$ cat src/rtl/jdrosent_pulse_train_gen.sv
// Burst generator: a rising edge on start emits count+1 square pulses with equal
// high/low phase widths of 1, 2, 4 or 8 cycles, then a one-cycle done strobe.
module jdrosent_pulse_train_gen (
  input  logic [7:0] io_in,
  output logic [7:0] io_out
);

  typedef enum logic [1:0] {
    S_IDLE = 2'b00,
    S_HIGH = 2'b01,
    S_LOW  = 2'b10,
    S_DONE = 2'b11
  } state_t;

  logic       w_clk;
  logic       w_rst;
  logic       w_start;
  logic [2:0] w_count_in;
  logic [1:0] w_wsel_in;

  assign w_clk      = io_in[0];
  assign w_rst      = io_in[1];
  assign w_start    = io_in[2];
  assign w_count_in = io_in[5:3];
  assign w_wsel_in  = io_in[7:6];

  state_t     r_state;
  logic       r_start_q;
  logic [2:0] r_count;
  logic [1:0] r_wsel;
  logic [2:0] r_phase;
  logic [2:0] r_idx;

  logic       w_start_edge;
  logic [2:0] w_phase_max;
  logic       w_phase_last;

  assign w_start_edge = w_start & ~r_start_q;
  // Terminal phase count W-1 for W = 1, 2, 4, 8.
  assign w_phase_max  = {(r_wsel == 2'b11), r_wsel[1], |r_wsel};
  assign w_phase_last = (r_phase == w_phase_max);

  // The edge detector keeps sampling through reset so a start held high
  // across reset release is not mistaken for a fresh request.
  always_ff @(posedge w_clk) begin
    r_start_q <= w_start;
  end

  always_ff @(posedge w_clk) begin
    if (w_rst) begin
      r_state <= S_IDLE;
      r_count <= 3'd0;
      r_wsel  <= 2'd0;
      r_phase <= 3'd0;
      r_idx   <= 3'd0;
    end else begin
      case (r_state)
        S_IDLE: begin
          if (w_start_edge) begin
            r_count <= w_count_in;
            r_wsel  <= w_wsel_in;
            r_phase <= 3'd0;
            r_idx   <= 3'd0;
            r_state <= S_HIGH;
          end
        end
        S_HIGH: begin
          if (w_phase_last) begin
            r_phase <= 3'd0;
            r_state <= S_LOW;
          end else begin
            r_phase <= r_phase + 3'd1;
          end
        end
        S_LOW: begin
          if (w_phase_last) begin
            r_phase <= 3'd0;
            if (r_idx == r_count) begin
              r_state <= S_DONE;
            end else begin
              r_idx   <= r_idx + 3'd1;
              r_state <= S_HIGH;
            end
          end else begin
            r_phase <= r_phase + 3'd1;
          end
        end
        default: begin
          r_idx   <= 3'd0;
          r_state <= S_IDLE;
        end
      endcase
    end
  end

  // Outputs are a pure decode of registered state; io_in never reaches io_out.
  assign io_out[0]   = (r_state == S_HIGH);
  assign io_out[1]   = (r_state == S_HIGH) || (r_state == S_LOW);
  assign io_out[2]   = (r_state == S_DONE);
  assign io_out[5:3] = r_idx;
  assign io_out[7:6] = r_state;

endmodule

$ cat config.mk
export PLATFORM = sky130hd
export DESIGN_NAME = jdrosent_pulse_train_gen
export DESIGN_NICKNAME = d
export VERILOG_FILES = /design/src/rtl/jdrosent_pulse_train_gen.sv
export SDC_FILE = /design/constraint.sdc
export NUM_CORES = 1
export LEC_CHECK = 0
export BUFFER_PORTS_ARGS = -buffer_cell sky130_fd_sc_hd__buf_2
export CAP_MARGIN = 5
export CORE_UTILIZATION = 56
export DETAILED_ROUTE_END_ITERATION = 6
export HOLD_SLACK_MARGIN = 0.03
export PLACE_DENSITY = 0.81
export REMOVE_ABC_BUFFERS = 1
export SLEW_MARGIN = 5
export SYNTH_ARGS = -nofsm -noshare
export SYNTH_HDL_FRONTEND = slang
export SYNTH_SLANG_ARGS = --single-unit
$ cat constraint.sdc
create_clock -name io_in -period 3.4 [get_ports io_in]
set_input_delay 0 -clock io_in [delete_from_list [all_inputs] [get_ports io_in]]
set_output_delay 0 -clock io_in [all_outputs]
set_load 0.02 [all_outputs]
==> flow_summary.yaml <==
critical_path:
  cpMostUsedCell: "clkbuf_4"
  criticalPathCategory: "clock port to flip-flop"
  end_kind: "flip-flop"
  cp.arrival_ps: 3300
  crit_fanout: 2
  required_ps: 3560
  crit_buf_inv: 8
  cp-start-kind: "clock port"
  critical-path-top-delay-family: "buffers and inverters"
  path_cells: "clkbuf_4, clkbuf_4, nand2b_1, clkbuf_4, clkbuf_4, a21oi_1, clkbuf_4, clkbuf_4, and2_1, clkbuf_4, clkbuf_4, or4b_1, o311ai_0"
  max_stage_delay_ps: 150
  slowest_stage: "clkbuf_4"
route:
  vias: 870
  highest_layer: "met4"
  drtIter0Drc: 48
  postRouteAntennaNets: 0
  route.met2.wl_microns: 1020
  drc_errors: 0
  wirelength_microns: 2300
  drt_pass1_iterations: 5
  viasPerCell: 6.04
  wl_met1_microns: 875
  met3_length_microns: 264
  drt-wirelength-per-cell_microns: 15.9
sta:
  hold_viol: 6
  fin_setup_tns_ps: 0
  slew_viol_final: 0
  whs_ps: -141
  max_slew_margin_pct: 72.1
  fin_skew_ps: 2.71
  rsz0062_at_grt: "false"
  setup_violations: 0
  tightest_slew_ps: 419
cells_and_area:
  nets: 137
  final_common_cell: "clkbuf_4"
  drive_gt1_share_pct: 33.3
  antenna_cells: 0
  layout_common_cells: "27 x clkbuf_4, 14 x dfxtp_1, 10 x nor2_1"
  final.fill_count: 74
  regArea_sq_um: 280
  area_growth_pct: 40.9
  multi_input_area_sq_um: 485
synthesis:
  muxShareOfSynthArea_pct: 6.32
  postSynth.asyncResetShare_pct: 0
  synth_area_sq_um: 792
  ys_seq_elements: 14
  ys.warnings.count: 0
  synthCells: 88
  synth_top_family_by_area: "simple AND/OR/NAND/NOR gates"
  synth-main-ff-cell: "dfxtp_1"
  synth-simple-area-share_pct: 24.3
  synth_cell_types: 31
  synth_xor_area_share_pct: 4.42
  synth_compound_area_share_pct: 16.7
  yosysSeqAreaShare_pct: 35.4
  synth-edff-count: 0
  synthAdderAreaFrac_pct: 9.48
  avgSynthCellArea_sq_um: 9.00
power_and_ir_drop:
  p_comb_share_pct: 0
  p_int_mw: 0.800
  finalPower_mw: 1.27
  power.density_nw_per_um2: 1130
  seqPwrFrac_pct: 14.5
  p_leak_nw: 0.518
  ir_drop_mv: 0.683
  clkPwrFrac_pct: 85.5
  swShare_pct: 36.8
  p_switching_mw: 0.466
global_routing:
  grt_pass1_vias: 1101
  grt_first_pass_wirelength_microns: 3600
  antenna_found_initial: 0
  grt_max_degree: 11
  overflow: 0
  track_usage_pct: 34.2
clock_tree:
  hold_buffers: 0
  clk-insertion-delay-late_ps: 290
  cts_setup_buffers: 0
  post_cts_resized: 0
  cts_tree: "done"
  cts.clk_slew.worst_paths_ps: 80
run:
  cap_violations: 0
floorplanning:
  core_sq_um: 1300
  dieWidth_microns: 39.6
  die_area_sq_um: 1570
  start_util_pct: 60.9
  die_y_microns: 39.6
  pin_count: 16
  rows: 13
place:
  io_buffers: 8
  dpl.hpwl_microns: 1090
  place.gp.congestion: 0.741
run_status:
  status: "finished, violations left"
  violations: "negative hold slack"
min_path:
  hold_class: "clock port to flip-flop"
## registers in the layout (all words and copies together), names as in the netlist
name and flops:
r_idx 3, r_state 2, r_phase 3, r_start_q 1, r_count 3, r_wsel 2
## through the flow
| stage | worst slack [ps] | utilization [%] | instance area [sq um] | instances | hold WS, ps |
|---|---|---|---|---|---|
| 3_3_place_gp | 965 | 64.8 | 843 | 109 | 27.7 |
| 4_1_cts | 203 | 85.8 | 1120 | 144 | -137 |
| 5_1_grt | 150 | 85.8 | 1120 | 144 | -144 |
| 6_report | 255 | 85.8 | 1120 | 144 | -141 |
| 2_1_floorplan | 961 | - | 785 | 86 | 27.7 |
| 3_5_place_dp | 965 | 64.8 | 843 | 109 | 27.7 |
## kinds of logic after synthesis
group / Yosys count
buffers and inverters: 7
flip-flops: 14
XOR/XNOR: 4
AO/OA/AOI/OAI: 17
AND/OR/NAND/NOR: 35
multiplexers: 5
adder cells (fa/ha/maj): 6
## power groups by stage
stage	clock [mW]	combinational [mW]	sequential (mW)
after floorplan	0.285	0.0000000964	0.189
after global placement	0.285	0.000000141	0.189
after detailed placement	0.285	0.000000141	0.189
after CTS	1.11	0.000000141	0.183
after global routing	1.19	0.000000141	0.183
final	1.08	0.000000141	0.183
## per-layer routing
metal | vias to the layer above | track usage (%)
met5 | - | 0
met4 | 0 | 57.8
met3 | 20 | 36.9
met2 | 62 | 34.8
met1 | 395 | 24.8
li1 | 393 | -
## path summary, 6_finish.rpt
kind | slack (ps) | end | depth (start not counted) | startpoint
min | -140 | r_wsel[1]$_SDFFE_PP0P_ | 2 | io_in[7]
max | 250 | r_idx[0]$_SDFFE_PP0P_ | 13 | io_in[2]
max reg2reg | 1130 | r_idx[2]$_SDFFE_PP0P_ | 10 | r_state[1]$_SDFFE_PP0P_
min reg2reg | 520 | r_state[0]$_SDFFE_PP0P_ | 2 | r_state[0]$_SDFFE_PP0P_
## cell type report
cell class	count	share of cell area, %
multi-input combinational	67	43.5
sequential	14	25.1
clock buffer	31	20.4
clock inverter	4	4.04
timing repair buffer	8	3.59
inverter	5	1.68
tap	15	1.68
## Yosys cell counts (all sizes together), types with 2 or more instances
| cell type | n | area (sq um) |
|---|---|---|
| dfxtp | 14 | 280 |
| nor2 | 10 | 37.5 |
| a21oi | 7 | 35.0 |
| nand2 | 7 | 26.3 |
| ha | 6 | 75.1 |
| inv | 5 | 18.8 |
| mux2i | 5 | 50.1 |
| xnor2 | 3 | 26.3 |
| a31oi | 2 | 12.5 |
| nand2b | 2 | 12.5 |
| nand3 | 2 | 10.0 |
| nand3b | 2 | 15.0 |
| nand4b | 2 | 17.5 |
| o31ai | 2 | 15.0 |
| or3 | 2 | 12.5 |
| or4b | 2 | 20.0 |
(Power assumes the default switching activity.)
